File: src/rtl/alu_pkg.sv
// Shared definitions for the alu issue/writeback slice: opcodes, flag bit indices, FSM states.
package alu_pkg;
  localparam int DATA_W = 16;

  localparam logic [3:0] ADD   = 4'd0;
  localparam logic [3:0] SUB   = 4'd1;
  localparam logic [3:0] AND   = 4'd2;
  localparam logic [3:0] OR    = 4'd3;
  localparam logic [3:0] XOR   = 4'd4;
  localparam logic [3:0] NOT   = 4'd5;
  localparam logic [3:0] SHL   = 4'd6;
  localparam logic [3:0] SHR   = 4'd7;
  localparam logic [3:0] CMPEQ = 4'd8;
  localparam logic [3:0] CMPLT = 4'd9;
  localparam logic [3:0] CMPLE = 4'd10;
  localparam logic [3:0] MUL   = 4'd11;

  localparam int ZF = 2;
  localparam int CF = 1;
  localparam int VF = 0;

  typedef enum logic [1:0] {ST_IDLE, ST_EXEC, ST_WB} state_e;
endpackage

File: src/rtl/alu_issue_ctrl_if.sv
// Instruction issue handshake bundle. ALU_IMM_EN adds the immediate-operand fields.
interface alu_issue_ctrl_if #(parameter int ADDR_W = 3);
  logic              instr_valid;
  logic              instr_ready;
  logic [3:0]        instr_op;
  logic [ADDR_W-1:0] instr_rd;
  logic [ADDR_W-1:0] instr_rs1;
  logic [ADDR_W-1:0] instr_rs2;
`ifdef ALU_IMM_EN
  logic              instr_use_imm;
  logic [15:0]       instr_imm;

  modport master (output instr_valid, instr_op, instr_rd, instr_rs1, instr_rs2,
                         instr_use_imm, instr_imm,
                  input  instr_ready);
  modport slave  (input  instr_valid, instr_op, instr_rd, instr_rs1, instr_rs2,
                         instr_use_imm, instr_imm,
                  output instr_ready);
`else
  modport master (output instr_valid, instr_op, instr_rd, instr_rs1, instr_rs2,
                  input  instr_ready);
  modport slave  (input  instr_valid, instr_op, instr_rd, instr_rs1, instr_rs2,
                  output instr_ready);
`endif
endinterface

File: src/rtl/alu_regfile.sv
// Register file: two operand read ports, one combinational debug port, one write port.
// R0 is never written, so it reads back as zero on every port.
module alu_regfile
  import alu_pkg::*;
#(
  parameter int NUM_REGS = 8
) (
  input  logic                        clk,
  input  logic                        reset_n,
  input  logic [$clog2(NUM_REGS)-1:0] ra_addr,
  input  logic [$clog2(NUM_REGS)-1:0] rb_addr,
  input  logic [$clog2(NUM_REGS)-1:0] dbg_addr,
  output logic [DATA_W-1:0]           ra_data,
  output logic [DATA_W-1:0]           rb_data,
  output logic [DATA_W-1:0]           dbg_data,
  input  logic                        we,
  input  logic [$clog2(NUM_REGS)-1:0] wa,
  input  logic [DATA_W-1:0]           wd
);
  logic [NUM_REGS-1:0][DATA_W-1:0] regs;

  always_ff @(posedge clk or negedge reset_n) begin
    if (!reset_n)
      regs <= '0;
    else if (we && (wa != '0))
      regs[wa] <= wd;
  end

  assign ra_data  = regs[ra_addr];
  assign rb_data  = regs[rb_addr];
  assign dbg_data = regs[dbg_addr];
endmodule

File: src/rtl/alu_issue_ctrl.sv
// Issue/writeback controller for the 16-bit alu: IDLE accept -> EXEC (alu_enable) -> WB.
// Optional immediate operand B when ALU_IMM_EN is defined.
module alu_issue_ctrl
  import alu_pkg::*;
#(
  parameter int NUM_REGS = 8,
  parameter int ADDR_W   = $clog2(NUM_REGS)
) (
  input  logic                 clk,
  input  logic                 reset_n,
  alu_issue_ctrl_if.slave      instr,
  output logic [DATA_W-1:0]    alu_a,
  output logic [DATA_W-1:0]    alu_b,
  output logic [3:0]           alu_op,
  output logic                 alu_enable,
  input  logic [DATA_W-1:0]    alu_result,
  input  logic                 alu_zero,
  input  logic                 alu_carry,
  input  logic                 alu_overflow,
  output logic [2:0]           flags,
  output logic                 wb_valid,
  output logic [ADDR_W-1:0]    wb_addr,
  output logic [DATA_W-1:0]    wb_data,
  input  logic [ADDR_W-1:0]    dbg_addr,
  output logic [DATA_W-1:0]    dbg_data,
  output logic                 busy
);
  state_e            state, state_nxt;
  logic [ADDR_W-1:0] rd_q;
  logic [DATA_W-1:0] ra_data, rb_data, opb;
  logic              accept;

  alu_regfile #(.NUM_REGS(NUM_REGS)) u_rf (
    .clk      (clk),
    .reset_n  (reset_n),
    .ra_addr  (instr.instr_rs1),
    .rb_addr  (instr.instr_rs2),
    .dbg_addr (dbg_addr),
    .ra_data  (ra_data),
    .rb_data  (rb_data),
    .dbg_data (dbg_data),
    .we       (wb_valid),
    .wa       (rd_q),
    .wd       (alu_result)
  );

`ifdef ALU_IMM_EN
  assign opb = instr.instr_use_imm ? instr.instr_imm : rb_data;
`else
  assign opb = rb_data;
`endif

  assign accept = instr.instr_valid && instr.instr_ready;

  always_ff @(posedge clk or negedge reset_n) begin
    if (!reset_n) state <= ST_IDLE;
    else          state <= state_nxt;
  end

  always_comb begin
    state_nxt         = state;
    instr.instr_ready = 1'b0;
    alu_enable        = 1'b0;
    wb_valid          = 1'b0;
    case (state)
      ST_IDLE: begin
        instr.instr_ready = 1'b1;
        if (instr.instr_valid) state_nxt = ST_EXEC;
      end
      ST_EXEC: begin
        alu_enable = 1'b1;
        state_nxt  = ST_WB;
      end
      ST_WB: begin
        wb_valid  = 1'b1;
        state_nxt = ST_IDLE;
      end
      default: state_nxt = ST_IDLE;
    endcase
  end

  // Operands are captured at accept so the ALU sees stable inputs while enabled.
  always_ff @(posedge clk or negedge reset_n) begin
    if (!reset_n) begin
      alu_a <= '0;
      alu_b <= '0;
      alu_op <= '0;
      rd_q  <= '0;
      flags <= 3'b100;
    end else begin
      if (accept) begin
        alu_a  <= ra_data;
        alu_b  <= opb;
        alu_op <= instr.instr_op;
        rd_q   <= instr.instr_rd;
      end
      if (wb_valid) begin
        flags[ZF] <= alu_zero;
        flags[CF] <= alu_carry;
        flags[VF] <= alu_overflow;
      end
    end
  end

  assign wb_addr = rd_q;
  assign wb_data = alu_result;
  assign busy    = (state != ST_IDLE);
endmodule

File: src/flat_wrapper.sv
// flat-port wrapper written by rule: the top's interface ports become plain ports
module alu_issue_ctrl_flat import alu_pkg::*;
#(
  parameter int NUM_REGS = 8,
  parameter int ADDR_W   = $clog2(NUM_REGS)
)
  (clk, reset_n, alu_a, alu_b, alu_op, alu_enable, alu_result, alu_zero, alu_carry, alu_overflow, flags, wb_valid, wb_addr, wb_data, dbg_addr, dbg_data, busy, instr_instr_valid, instr_instr_op, instr_instr_rd, instr_instr_rs1, instr_instr_rs2, instr_instr_ready);
  alu_issue_ctrl_if #(.ADDR_W(ADDR_W)) instr_i ();
  input  logic clk;
  input  logic reset_n;
  output logic [DATA_W-1:0] alu_a;
  output logic [DATA_W-1:0] alu_b;
  output logic [3:0] alu_op;
  output logic alu_enable;
  input  logic [DATA_W-1:0] alu_result;
  input  logic alu_zero;
  input  logic alu_carry;
  input  logic alu_overflow;
  output logic [2:0] flags;
  output logic wb_valid;
  output logic [ADDR_W-1:0] wb_addr;
  output logic [DATA_W-1:0] wb_data;
  input  logic [ADDR_W-1:0] dbg_addr;
  output logic [DATA_W-1:0] dbg_data;
  output logic busy;
  input wire logic [$bits(instr_i.instr_valid)-1:0] instr_instr_valid;
  input wire logic [$bits(instr_i.instr_op)-1:0] instr_instr_op;
  input wire logic [$bits(instr_i.instr_rd)-1:0] instr_instr_rd;
  input wire logic [$bits(instr_i.instr_rs1)-1:0] instr_instr_rs1;
  input wire logic [$bits(instr_i.instr_rs2)-1:0] instr_instr_rs2;
  output wire logic [$bits(instr_i.instr_ready)-1:0] instr_instr_ready;
  assign instr_i.instr_valid = instr_instr_valid;
  assign instr_i.instr_op = instr_instr_op;
  assign instr_i.instr_rd = instr_instr_rd;
  assign instr_i.instr_rs1 = instr_instr_rs1;
  assign instr_i.instr_rs2 = instr_instr_rs2;
  assign instr_instr_ready = instr_i.instr_ready;
  alu_issue_ctrl #(.NUM_REGS(NUM_REGS), .ADDR_W(ADDR_W)) u_core (.clk(clk), .reset_n(reset_n), .instr(instr_i), .alu_a(alu_a), .alu_b(alu_b), .alu_op(alu_op), .alu_enable(alu_enable), .alu_result(alu_result), .alu_zero(alu_zero), .alu_carry(alu_carry), .alu_overflow(alu_overflow), .flags(flags), .wb_valid(wb_valid), .wb_addr(wb_addr), .wb_data(wb_data), .dbg_addr(dbg_addr), .dbg_data(dbg_data), .busy(busy));
endmodule
File: config.mk
export PLATFORM = sky130hd
export DESIGN_NAME = alu_issue_ctrl_flat
export DESIGN_NICKNAME = d
export VERILOG_FILES = /design/src/rtl/alu_pkg.sv /design/src/rtl/alu_issue_ctrl_if.sv /design/src/rtl/alu_regfile.sv /design/src/rtl/alu_issue_ctrl.sv /design/src/flat_wrapper.sv
export SDC_FILE = /design/constraint.sdc
export NUM_CORES = 1
export LEC_CHECK = 0
export ABC_AREA = 0
export CELL_PAD_IN_SITES_DETAIL_PLACEMENT = 0
export CELL_PAD_IN_SITES_GLOBAL_PLACEMENT = 2
export CORE_UTILIZATION = 35
export DETAILED_ROUTE_END_ITERATION = 8
export PLACE_DENSITY = 0.78
export SLEW_MARGIN = 10
export SYNTH_ARGS = -nofsm -noshare
export SYNTH_HDL_FRONTEND = slang
export SYNTH_SLANG_ARGS = --single-unit
File: constraint.sdc
create_clock -name clk -period 1.7 [get_ports clk]
set_input_delay 0.255 -clock clk [delete_from_list [all_inputs] [get_ports clk]]
set_output_delay 0.255 -clock clk [all_outputs]
set_load 0.02 [all_outputs]
==> summary.txt <==
Relative slew margins: 68.1%
Cts bufs inserted: 17
Post-layout min period: 1.99 ns
Final Core Density: 51.7%
Leak pwr: 6.43 nW
Top Metal Used: met4
Total GRT Usage: 22.2%
Clock sinks: 172
Share of the synthesized area in the top cell type: 45.4%
Final Routed Wirelength: 31000 um
CP max stage delay: 0.49 ns
Clock Path Buffers: 2
Number of hold violations in the final report: 0
Setup CP Type: reg2out
Clock Latency Late Sink: 0.43 ns
Total power: 21.4 mW
Critical path arrival: 1.74 ns
Max Slew Vio Count: 0
Crit-path cells: mux4_2 > mux2_4 > buf_6
GPL Wtd Cong: 0.868
Die W: 166 um
CP bufs+invs: 1
Post-Synthesis Cells: 709
Period utilization: 117%
Final setup fails: 57
Slowest CP cell: mux4_2
DR DRC count: 14
Distinct cells, synth: 27
Syn. warnings: 0
Clock share of power: 18.7%
CP Launch Type: flip-flop
HP Class: in2async
Die Y: 166 um
Flop pwr share: 32.4%
Sw frac: 32.4%
Post-Route M1 WL: 13300 um
CTS tree: yes
Post-synth EDFFs: 0
Initial Utilization: 36.0%
Async S/R FF share, synth: 100%
Area grow syn2layout: 43.8%
Setup ws final: -0.290 ns
WL per Instance: 23.6 um
Syn nets: 747
First-pass GRT wire length: 46300 um
Largest net degree at the start of global routing: 44
Antenna violations before repair: 0
Fill count: 2226
I/O Pins: 116
Post-DP HPWL: 19500 um
PwrDens: 1580 mW/mm^2
Gr ovfl total: 0
Core area: 0.0262 sq mm
RSZ-0062 raised after global routing: true
DRT antenna net count: 0
Number of global-route vias before repair: 7781
Rows: 59
Crit-path max FO: 2
Share of cells above drive strength 1: 53.5%
DRT Pass-1 Iters: 8
Synthesized area: 0.00942 sq mm
Port bufs: 115
Violated checks: DRC, setup timing
Synth top area cells: dfrtp_1 45%, mux2_2 24%, mux4_2 7.6%, mux2i_1 6.8%, a22o_1 3.0%
Ys flop type: dfrtp_1
Die area: 0.0276 sq mm
Slew @ Worst Pin: 0.478 ns
Endpoint class of the critical path: primary output
Critical path required time: 1.44 ns
Wire length on met3: 1840 um
Root Buffer: clkbuf_16
DR WL met2: 15000 um
Count leader, synth: mux2_2
Max Fclk: 502 MHz
Drt via density: 5.45
Post-synth top area cell: dfrtp_1
Internal power: 14.5 mW
Antenna Cells: 0
Maxcap violations: 0
Worst slack, placed: -0.785 ns
H-tree Lvls: 4
Sw Pwr: 6.95 mW
Total number of vias: 7162
Post-synthesis sequential area ratio: 45.7%
Post-DP Area: 0.0120 sq mm
Peak VDD IR: 0.000582 V
Nets@finish: 1006
Status: finished with violations
Clock Skew: 0.00962 ns
Initial DRC Count: 467
Comb power frac: 48.8%
Syn_area_per_cell: 13.3 sq um
#FFs+latches synth: 172
Kind of cell adding the most delay to the critical path: multiplexers
Fin area: 0.0135 sq mm
Post-synth top cells: 202 x mux2_2, 171 x dfrtp_1, 64 x mux2i_1
CTS clk-pin slew, worst paths: 0.06 ns
## sequential cells by signal, indices dropped and copies added, names as in the netlist
register,flops
u_core.alu_a,16
u_core.alu_b,16
u_core.alu_op,4
u_core.flags,3
u_core.state,2
u_core.u_rf.regs,128
u_core.wb_addr,3
## placed cells by master, fill, tap and decap left out, types with 2 or more instances in the layout
master and instances:
o31ai_2 12, dlymetal6s2s_1 18, mux4_2 32, buf_12 27, mux2_4 63, o22ai_1 32, clkinv_4 2, mux2i_1 64
and2b_1 2, bufinv_16 3, nand3b_4 3, buf_6 22, a22o_1 32, clkbuf_16 21, dlygate4sd2_1 12, dfrtp_2 3
buf_2 4, clkinv_2 3, nor2_1 2, mux2_2 139, nor2b_1 3, nand2b_1 2, clkbuf_1 2, dfrtp_1 168
clkdlybuf4s50_1 61, nor3b_4 3, buf_4 173, o31ai_1 20, clkinvlp_4 3, nand2_1 35
## layout make-up
class / count / area [sq um] / share of cell area, %
clock buffer: 20 / 447 / 3.30
clock inverter: 11 / 145 / 1.07
inverter: 2 / 7.51 / 0.0554
multi-input combinational: 449 / 5000 / 36.9
sequential: 172 / 4310 / 31.8
tap: 335 / 419 / 3.09
timing repair buffer: 326 / 3220 / 23.7
## power groups by stage
stage                     Clock [mW]  Combinational [mW]  Sequential (mW)
after floorplan                    0                4.34             7.38
after global placement             0                8.53             7.02
after detailed placement           0                8.85             7.16
after CTS                       4.07                9.95             6.92
after global routing            4.24                11.1             7.12
final                           4.01                10.5             6.95
## through the flow
stage | setup TNS (ns) | instances | hold WS (ns)
after CTS | -6.30 | 1300 | 0.344
after global placement | -16.38 | 1231 | 0.227
after floorplan | -0.527 | 709 | -0.0406
final | -5.60 | 1315 | 0.338
after global routing | -9.09 | 1315 | 0.357
after detailed placement | -16.94 | 1231 | 0.229
## final timing paths
kind / startpoint / endpoint / slack [ns] / cells past startpoint
max in group asynchronous: reset_n / u_core.flags[2] / 0.80 / 3
min in group clk: u_core.u_rf.regs[8] / u_core.u_rf.regs[8] / 0.40 / 0
setup reg to reg: u_core.state[0] / u_core.u_rf.regs[104] / -0.07 / 6
setup / recovery: u_core.u_rf.regs[118] / dbg_data[6] / -0.29 / 3
hold reg to reg: u_core.u_rf.regs[8] / u_core.u_rf.regs[8] / 0.40 / 0
hold / removal: reset_n / u_core.alu_a[5] / 0.34 / 2
## what timing repair did
item,in CTS,in global routing
pin swaps,1,4
endpoints found under the hold margin,38,0
setup endpoints to repair,45,131
resized for setup,160,80
hold buffers,1,0
buffers inserted,36,11
gates cloned,1,4
## metal layers
metal	vias to the layer above	GRT usage (%)
li1	3175	-
met1	3714	28.7
met2	221	35.6
met3	52	4.96
met4	0	9.87
met5	-	0
## logic make-up after synthesis
logic type	after synthesis	share of synthesized area [%]
DFF	172	45.7
buffers and inverters	88	4.90
AOI/OAI and AO/OA	96	7.65
muxes	298	38.6
and+or+nand+nor	55	3.17
Note: power is estimated with default switching activity, not from simulation.
